`src/rtl/mux_rr_stream.sv`:
```
// N-channel registered stream multiplexer: one input channel is granted per cycle (fixed
// select or round-robin) and its word is loaded into a single valid/ready output register.
module mux_rr_stream #(
  parameter int WIDTH = 8,
  parameter int N     = 4,
  parameter int MODE  = 1,
  parameter int CH_W  = (N > 1) ? $clog2(N) : 1
) (
  input  logic                 clk,
  input  logic                 rst,
  input  logic [N*WIDTH-1:0]   in_data,
  input  logic [N-1:0]         in_valid,
  output logic [N-1:0]         in_ready,
  input  logic [CH_W-1:0]      sel,
  output logic [WIDTH-1:0]     out_data,
  output logic [CH_W-1:0]      out_ch,
  output logic                 out_valid,
  input  logic                 out_ready
);

  // Handshake: a word moves on any interface at a rising edge where valid and ready are
  // both high; valid never waits on ready, ready may depend on valid of the same channel.

  logic              load;
  logic              grant;
  logic              xfer;
  logic [CH_W-1:0]   g;
  logic [CH_W-1:0]   ptr;
  logic [WIDTH-1:0]  g_data;
  logic              hi_hit;
  logic              lo_hit;
  logic [CH_W-1:0]   hi_g;
  logic [CH_W-1:0]   lo_g;

  assign load = !out_valid || out_ready;
  assign xfer = load && grant && !rst;

  // Round-robin: lowest valid channel at or above ptr, else lowest valid channel overall.
  always_comb begin : grant_logic
    grant  = 1'b0;
    g      = '0;
    hi_hit = 1'b0;
    lo_hit = 1'b0;
    hi_g   = '0;
    lo_g   = '0;
    if (MODE == 0) begin
      for (int k = 0; k < N; k++) begin
        if (sel == CH_W'(k) && in_valid[k]) begin
          grant = 1'b1;
          g     = CH_W'(k);
        end
      end
    end else begin
      for (int k = N - 1; k >= 0; k--) begin
        if (in_valid[k] && (k >= int'(ptr))) begin
          hi_hit = 1'b1;
          hi_g   = CH_W'(k);
        end
        if (in_valid[k]) begin
          lo_hit = 1'b1;
          lo_g   = CH_W'(k);
        end
      end
      grant = hi_hit || lo_hit;
      g     = hi_hit ? hi_g : lo_g;
    end
  end

  always_comb begin : data_mux
    g_data = '0;
    for (int k = 0; k < N; k++) begin
      if (g == CH_W'(k)) g_data = in_data[k*WIDTH +: WIDTH];
    end
  end

  always_comb begin : ready_decode
    in_ready = '0;
    for (int k = 0; k < N; k++) begin
      in_ready[k] = xfer && (g == CH_W'(k));
    end
  end

  always_ff @(posedge clk) begin
    if (rst) begin
      out_valid <= 1'b0;
      out_data  <= '0;
      out_ch    <= '0;
      ptr       <= '0;
    end else if (load) begin
      if (grant) begin
        out_data  <= g_data;
        out_ch    <= g;
        out_valid <= 1'b1;
        if (MODE != 0) ptr <= (int'(g) == N - 1) ? '0 : g + CH_W'(1);
      end else begin
        out_valid <= 1'b0;
      end
    end
  end

  a_ready_onehot: assert property (@(posedge clk) $onehot0(in_ready));
  a_stall_hold: assert property (@(posedge clk) disable iff (rst)
    (out_valid && !out_ready) |=> (out_valid && $stable(out_data) && $stable(out_ch)));

endmodule

```
`config.mk`:
```
export PLATFORM = sky130hd
export DESIGN_NAME = mux_rr_stream
export DESIGN_NICKNAME = d
export VERILOG_FILES = /design/src/rtl/mux_rr_stream.sv
export SDC_FILE = /design/constraint.sdc
export NUM_CORES = 1
export LEC_CHECK = 0
export ABC_CLOCK_PERIOD_IN_PS = 2600
export CAP_MARGIN = 20
export CORE_UTILIZATION = 37
export DETAILED_ROUTE_END_ITERATION = 10
export GPL_ROUTABILITY_DRIVEN = 0
export PLACE_DENSITY = 0.84
export SLEW_MARGIN = 10
export SYNTH_ARGS = -nofsm -noshare
export SYNTH_HDL_FRONTEND = slang
export SYNTH_SLANG_ARGS = --single-unit
```
`constraint.sdc`:
```
create_clock -name clk -period 2.6 [get_ports clk]
set_input_delay 0.52 -clock clk [delete_from_list [all_inputs] [get_ports clk]]
set_output_delay 0.52 -clock clk [all_outputs]
set_load 0.05 [all_outputs]
```
# Word-level counts from Yosys, hierarchy flattened

Index checks and enable logic that the tools add are counted.

Flip-flop bits (word level): 13
Bits in latches: 0
Memory bits (writable): 0
Bits in read-only memories: 0
Bits of input ports: 41
Output and inout port bits: 15
Word-level logic and storage cells: 48
Memories kept: 0

Add/sub/neg operators: 1
Multiply operators: 0
Divide/modulo/power cells: 0
Magnitude comparators: 3
Equal/unequal tests: 4
Shift operators: 0
Muxes and demuxes: 21
Bitwise gates (word level): 0
Reductions and logical operators: 15

Operators with widths:

| operator                                                         | count |
|---|---|
| two-way mux 8 bit                                                | 4 |
| two-way mux 2 bit                                                | 9 |
| logical AND 1 bit                                                | 9 |
| two-way mux 1 bit                                                | 8 |
| equality test 2 x 1 -> 1 bit, second input constant              | 2 |
| equality test 2 bit, second input constant                       | 2 |
| greater-or-equal comparator 1 x 2 -> 1 bit, first input constant | 2 |
| adder 2 x 1 -> 2 bit, second input constant                      | 1 |
| greater-or-equal comparator 2 bit, first input constant          | 1 |
| logical NOT 1 bit                                                | 2 |
| logical NOT 2 bit                                                | 1 |
| logical OR 1 bit                                                 | 2 |
| AND reduction 2 bit                                              | 1 |

# Depth between registers and ports, before layout

Gate-level depths: netlist of run 1.

Depth in word-level cells: 11
Mapped depth: 11
Gate-level depth less buffers: 9

# Worst setup path before layout of run 1

Ideal clock, no wire load.

Path type: input port to output port
Start point: input in_valid[2]
End point: output in_ready[3]
Arrival: 2.140 ns
Path slack: -0.060 ns
Cell stages on the path: 7
Path buffers: 2
Cell sequence: mux2i_1 nor2_1 nor3_1 ha_1 buf_1 clkbuf_1 and2_1

RTL lines:

| what                                                                       | line | source |
|---|---|---|
| start: declaration                                                         | 12   | `input logic [N-1:0] in_valid,` |
| logical AND 1 bit                                                          | 55   | `if (in_valid[k] && (k >= int'(ptr))) begin` |
| two-way mux 2 bit / two-way mux 1 bit (equally long branches) (3 in a row) | 55   |  |
| two-way mux 2 bit *                                                        | 65   | `g = hi_hit ? hi_g : lo_g;` |
| named net g[0]                                                             | 27   | `logic [CH_W-1:0] g;` |
| equality test 2 bit *                                                      | 79   | `in_ready[k] = xfer && (g == CH_W'(k));` |
| logical AND 1 bit *                                                        | 79   |  |
| end: declaration                                                           | 13   | `output logic [N-1:0] in_ready,` |

Mark *: on every way through the listed nets, which the timed path passes. The rest lies on a longest branch.

# Final worst setup path of run 1

Start point: input in_valid[0]
End point: output in_ready[1]

RTL lines:

| what                                                          | line |
|---|---|
| logical AND 1 bit                                             | 55 |
| two-way mux 2 bit / two-way mux 1 bit (equally long branches) | 55 |
| two-way mux 2 bit *                                           | 65 |
| named net g[0]                                                | 27 |
| equality test 2 x 1 -> 1 bit *                                | 79 |
| logical AND 1 bit *                                           | 79 |

Marked as above.

==> flow_metrics.py, run 1 <==
metrics = {
    "critical_path": {
        "crit_arrival_ps": 2010,
        "startpoint_type": "input pin",
        "cp_max_fo": 4,
        "crit_type": "input pin to primary output",
        "crit_path_end_kind": "primary output",
        "crit_required_ps": 2080,
    },
    "clock_network": {
        "cts.clk_slew.worst_paths_ps": 80,
        "tritoncts": "yes",
        "numCtsBuffers": 3,
        "clockRootBuffer": "clkbuf_4",
        "clock_latency_ps": 280,
        "clock_sinks": 13,
        "clock_path_buffers": 2,
        "htree_levels": 1,
    },
    "logic_synthesis": {
        "syn_nets": 161,
        "synthDistinctLibCells": 26,
        "synth-seq-area-share_pct": 28.3,
        "ys_ff_latch": 13,
        "ys_top_cells_by_area": "dfxtp_1, a21oi_1, a221oi_1",
        "syn_avg_cell_area_sq_um": 7.92,
        "synthCells": 116,
        "ys_warn_count": 0,
        "yosysTopAreaCell": "dfxtp_1",
        "yosysTopAreaCellShare_pct": 28.3,
        "syn_area_sq_um": 918,
    },
    "timing": {
        "hold_ws_ps": 470,
        "finalSetupViolations": 0,
        "min_period_ps": 2530,
        "setup-tns-final_ps": 0,
        "slew-limit-headroom_pct": 53.3,
        "post-route-period-util_pct": 97.3,
        "rsz0062_at_grt": "false",
        "finClkSkew_ps": 0.654,
        "fmax_mhz": 395,
        "drv_slew": 0,
        "hold_violations": 0,
        "worstMarginPinSlew_ps": 700,
        "setup_ws_ps": 71.3,
    },
    "outcome": {
        "status": "completed",
    },
    "place": {
        "postPlaceCellArea_sq_mm": 0.00161,
        "place_hpwl_microns": 2370,
        "dp_slack_ps": -380,
        "port_buffers": 53,
    },
    "layout": {
        "layout.nets": 229,
        "fin_area_sq_mm": 0.00169,
        "drive_gt1_share_pct": 24.6,
        "seq_area_sq_um": 262,
        "syn2layout_area_growth_pct": 83.5,
        "nFillCells": 156,
        "antenna_cells": 0,
        "post-route-util_pct": 74.1,
        "multiInputGateArea_sq_um": 601,
    },
    "drt": {
        "antenna_left": 0,
        "dr.first_iter.drc_count": 10,
        "routed_wirelength_microns": 3230,
        "drc": 0,
        "dr.pass1.iters": 4,
        "via_per_inst": 5.51,
        "wire_per_inst_microns": 15.3,
        "vias": 1162,
    },
    "die": {
        "die_width_microns": 51.8,
        "initial_core_util_pct": 40.4,
        "die_area_sq_mm": 0.00269,
        "die_h_microns": 51.8,
        "rows": 17,
        "boundaryPins": 56,
        "coreArea_sq_mm": 0.00228,
    },
    "global_route": {
        "grt_max_degree": 17,
        "grt_antenna_before_repair": 0,
        "grt_pass1_vias": 1129,
        "grt_pass1_wl_microns": 5020,
        "overflow": 0,
        "grt_usage_pct": 25.7,
    },
    "worst_hold_path": {
        "worstHoldPathType": "flip-flop to flip-flop",
    },
    "power_and_ir_drop": {
        "ir_drop_v": 0.000354,
        "leakage_nw": 0.697,
        "power.density_mw_per_mm2": 531,
    },
    "run": {
        "cap_violations": 0,
    },
}
==> timing repair <==
action | 4_1_cts | 5_1_grt
pin swaps | 4 | 1
gates resized for setup | 11 | 2
gates cloned | 0 | 0
setup buffers | 3 | 0
endpoints found under the setup margin | 9 | 4
hold buffers | 0 | 0
==> cell families (layout without fill, tap and decap cells) <==
logic type / count (synthesis) / after routing / synth area share [%]
adder cells (fa/ha/maj): 4 / 4 / 5.45
AO/OA/AOI/OAI: 36 / 36 / 27.2
AND/OR/NAND/NOR: 42 / 42 / 28.5
flip-flops: 13 / 13 / 28.3
multiplexers: 1 / 1 / 1.09
buffers and inverters: 20 / 87 / 9.40
==> cell usage after synthesis (all sizes together) <==
library cell  count
nor4              1
and2              5
a21oi            16
inv              12
buf               7
o31ai             1
nand2             5
clkbuf            1
nor2             11
a211oi            8
o21a              1
o22ai             1
or4               1
a221oi            8
mux2i             1
nor3              9
nand3b            9
ha                4
nand2b            1
dfxtp            13
a21o              1
==> routing by layer <==
layer  GRT usage, %  part of all wire [%]
met3           6.73                   7.0
met4           11.3                  0.50
met5              0                     0
met2           44.2                    51
met1           29.3                    42
==> worst max-delay path, stage by stage <==
cell and delay, ps:
dlygate4sd2_1 270, buf_4 150, nand2_1 70, nor2_1 60, nor3_2 260, buf_4 170, ha_2 210, and2_4 160
buf_12 130
==> placed cells by master, fill, tap and decap left out <==
cell             Yosys  final
clkdlybuf4s50_1      0     45
buf_4                0     17
a21oi_1             15     14
inv_1               12     12
dfxtp_1             13     12
nor2_1              11     11
nand3b_1             9      9
a221oi_1             8      8
a211oi_1             8      8
nor3_2               5      6
nand2_1              5      5
buf_12               0      5
and2_4               1      3
nor3_1               4      3
ha_2                 0      3
clkbuf_4             0      3
dlygate4sd2_1        0      3
a21oi_2              1      2
mux2i_1              1      1
nand2b_1             1      1
o21a_1               1      1
o22ai_2              0      1
nor4_2               1      1
a21o_4               1      1
and2_1               4      1
and2_2               0      1
o31ai_1              1      1
or4_4                1      1
ha_1                 4      1
clkbuf_1             1      1
dlymetal6s2s_1       0      1
dfxtp_2              0      1
==> state kept, by name, summed over array words and instances, names as in the netlist <==
signal / cells
out_ch: 2
out_data: 8
out_valid: 1
ptr: 2
==> where the power goes <==
part | internal, mW | leakage (nW) | switching (mW)
Combinational | 0.245 | 0.574 | 0.270
Sequential | 0.228 | 0.108 | 0.0204
Clock | 0.0596 | 0.0150 | 0.0716
Total | 0.533 | 0.697 | 0.362
==> per-stage QoR <==
step / total power, mW / instances
after floorplan: 0.530 / 116
after global placement: 0.725 / 204
after detailed placement: 0.742 / 204
after CTS: 0.893 / 211
after global routing: 0.949 / 211
final: 0.895 / 211
==> path summary, 6_finish.rpt <==
path / to / from / slack, ps / depth (start not counted)
worst max register to register: out_data[3] / ptr[1] / 280 / 10
worst min register to register: out_ch[0] / out_ch[0] / 470 / 2
worst max-delay path: in_ready[1] / in_valid[0] / 70 / 9
worst min-delay path: out_ch[0] / out_ch[0] / 470 / 2
==> area by class of cell <==
type,instances,share of cell area [%]
timing repair buffer,71,42.5
multi-input combinational,83,35.6
sequential,13,15.5
inverter,12,2.67
tap,28,2.08
clock buffer,4,1.56
No activity file was read; power rests on OpenSTA's default activity.
==> run 2, diff against run 1 <==
--- a/config.mk
+++ b/config.mk
@@ -5,12 +5,15 @@
 export SDC_FILE = /design/constraint.sdc
 export NUM_CORES = 1
 export LEC_CHECK = 0
+export ABC_AREA = 1
 export ABC_CLOCK_PERIOD_IN_PS = 2600
 export CAP_MARGIN = 20
-export CORE_UTILIZATION = 37
+export CELL_PAD_IN_SITES_DETAIL_PLACEMENT = 0
+export CELL_PAD_IN_SITES_GLOBAL_PLACEMENT = 1
+export CORE_UTILIZATION = 24
 export DETAILED_ROUTE_END_ITERATION = 10
 export GPL_ROUTABILITY_DRIVEN = 0
-export PLACE_DENSITY = 0.84
+export PLACE_DENSITY = 0.83
 export SLEW_MARGIN = 10
 export SYNTH_ARGS = -nofsm -noshare
 export SYNTH_HDL_FRONTEND = slang
==> flow_metrics.py, run 2 <==
metrics = {
    "logic_synthesis": {
        "yosysTopAreaCell": "dfxtp_1",
        "synthCells": 129,
        "ys_top_cells_by_area": "dfxtp_1, a21oi_1, nand2_1",
        "ys_warn_count": 0,
        "synthFlopType": "dfxtp_1",
        "ys_ff_latch": 13,
        "syn_nets": 174,
        "synth_top_cells_by_count": "nand2_1, a21oi_1, dfxtp_1",
        "synthDistinctLibCells": 22,
        "async_flop_share_pct": 0,
        "synth-seq-area-share_pct": 28.8,
        "synth.most_common_cell": "nand2_1",
        "synth_edf_count": 0,
        "syn_avg_cell_area_sq_um": 7.01,
        "yosysTopAreaCellShare_pct": 28.8,
        "syn_area_sq_um": 905,
    },
    "timing": {
        "hold_violations": 0,
        "setup_ws_ps": 109,
        "post-route-period-util_pct": 95.8,
        "fmax_mhz": 401,
        "slew-limit-headroom_pct": 66.0,
        "drv_slew": 0,
        "rsz0062_at_grt": "false",
        "worstMarginPinSlew_ps": 509,
        "finalSetupViolations": 0,
        "setup-tns-final_ps": 0,
        "min_period_ps": 2490,
        "finClkSkew_ps": 0.411,
    },
    "critical_path": {
        "r2r_start": "ptr[1]",
        "cp_max_fo": 3,
        "crit_arrival_ps": 1970,
        "r2r_slack_ps": 580,
        "reg2reg_depth": 13,
        "crit_type": "input pin to primary output",
        "crit_path_end_kind": "primary output",
        "startpoint_type": "input pin",
        "r2r-end": "out_data[6]",
        "crit_required_ps": 2080,
    },
    "layout": {
        "antenna_cells": 0,
        "drive_gt1_share_pct": 28.5,
        "multiInputGateArea_sq_um": 618,
        "fin_area_sq_mm": 0.00170,
        "seq_area_sq_um": 260,
        "layout_common_cells": "clkdlybuf4s50_1, nand2_1, a21oi_1, dfxtp_1, buf_4",
        "nFillCells": 364,
        "largest_reg_flops": 8,
        "layout.nets": 239,
        "final_common_cell": "clkdlybuf4s50_1",
        "reg.largest.list": "out_data x8, out_ch x2, ptr x2",
        "post-route-util_pct": 49.1,
        "regMostFlops": "out_data",
        "syn2layout_area_growth_pct": 88.4,
    },
    "clock_network": {
        "htree_levels": 1,
        "clock_sinks": 13,
        "cts.clk_slew.worst_paths_ps": 50,
        "clockRootBuffer": "clkbuf_8",
        "numCtsBuffers": 3,
        "tritoncts": "yes",
        "clock_latency_ps": 240,
        "postCtsHoldBufs": 0,
        "clock_path_buffers": 2,
        "postCtsSetupBuffers": 0,
    },
    "run": {
        "cap_violations": 0,
    },
    "global_route": {
        "grt_pass1_wl_microns": 4330,
        "grt_antenna_before_repair": 0,
        "grt_pass1_vias": 1020,
        "overflow": 0,
        "grt_usage_pct": 13.7,
        "grt_max_degree": 14,
    },
    "die": {
        "initial_core_util_pct": 26.1,
        "boundaryPins": 56,
        "coreArea_sq_mm": 0.00347,
        "die_h_microns": 63.4,
        "die_area_sq_mm": 0.00402,
        "rows": 21,
        "die_width_microns": 63.4,
    },
    "drt": {
        "routed_wirelength_microns": 2710,
        "wire_per_inst_microns": 11.3,
        "via_per_inst": 4.44,
        "dr.pass1.iters": 4,
        "drc": 0,
        "antenna_left": 0,
        "vias": 1062,
        "dr.first_iter.drc_count": 65,
    },
    "power_and_ir_drop": {
        "power.density_mw_per_mm2": 581,
        "leakage_nw": 0.700,
        "ir_drop_v": 0.000217,
    },
    "worst_hold_path": {
        "hold_end": "out_ch[1]",
        "worstHoldStart": "out_ch[1]",
        "worstHoldPathType": "flip-flop to flip-flop",
        "hold_path_depth": 2,
    },
    "place": {
        "postPlaceCellArea_sq_mm": 0.00159,
        "port_buffers": 53,
        "dp_slack_ps": -83.8,
        "place_hpwl_microns": 2220,
    },
    "outcome": {
        "status": "completed",
    },
}
==> run 2: cell types whose count changed after synthesis, sizes merged, moves of 2 or more <==
| cell | delta |
|---|---|
| nand2 | +25 |
| a21oi | +15 |
| o21ai | +11 |
| nand3b | -9 |
| a211oi | -8 |
| a221oi | -8 |
| nor3 | -8 |
| o211ai | +8 |
| and2 | -5 |
| clkinv | +3 |
| inv | -2 |
==> run 2: routing by layer <==
metal	global-route usage (%)	wire length (microns)	vias to the layer above
li1	-	-	563
met1	17.1	1220	455
met2	21.5	1240	42
met3	2.90	221	2
met4	7.67	23	0
met5	0	0	-
==> run 2: cells by family (layout without fill, tap and decap cells) <==
group / Yosys count / count (layout) / synth area share [%]
AO/OA/AOI/OAI: 50 / 50 / 34.9
AND/OR/NAND/NOR: 43 / 43 / 20.7
buffers and inverters: 19 / 83 / 10.1
flip-flops: 13 / 13 / 28.8
adder cells (fa/ha/maj): 4 / 4 / 5.53
==> run 2: power by group <==
| part | total (mW) | internal [mW] | switching, mW |
|---|---|---|---|
| logic | 0.558 | 0.239 | 0.319 |
| registers | 0.256 | 0.232 | 0.0236 |
| clock network | 0.176 | 0.108 | 0.0678 |
| total | 0.990 | 0.580 | 0.410 |
==> run 2: worst max-delay path by stage <==
stage | from | end | slack (ps) | cells past startpoint
after floorplan | in_valid[1] | in_ready[1] | 20 | 10
after global placement | in_valid[1] | in_ready[1] | -40 | 11
after detailed placement | in_valid[1] | in_ready[2] | -80 | 11
after CTS | in_valid[1] | in_ready[0] | 4 | 11
after global routing | in_valid[3] | in_ready[0] | 10 | 11
final | in_valid[3] | in_ready[0] | 110 | 11
==> run 2: final cells by class <==
cell class | count | share of cell area (%)
clock buffer | 4 | 2.64
inverter | 13 | 3.01
multi-input combinational | 97 | 36.3
sequential | 13 | 15.3
tap | 46 | 3.38
timing repair buffer | 66 | 39.4
==> run 2: critical path, stage by stage <==
cell             delay, ps
clkdlybuf4s50_1        500
nand2_1                 70
nand2_1                 60
nand2_1                 50
nand3_1                 70
nand2_2                 80
buf_4                  150
ha_1                   200
inv_2                   80
nor2_4                  40
buf_12                 150
==> run 2: stage by stage <==
stage	total power, mW	std cells	hold slack, ps
3_3_place_gp	0.783	235	474
2_1_floorplan	0.575	129	463
3_5_place_dp	0.791	235	483
4_1_cts	0.985	239	492
5_1_grt	1.05	239	513
6_report	0.990	239	497
==> run 2: repair_timing <==
item | CTS | global route
pin swaps | 1 | 5
resized for setup | 12 | 8
endpoints found under the setup margin | 4 | 4
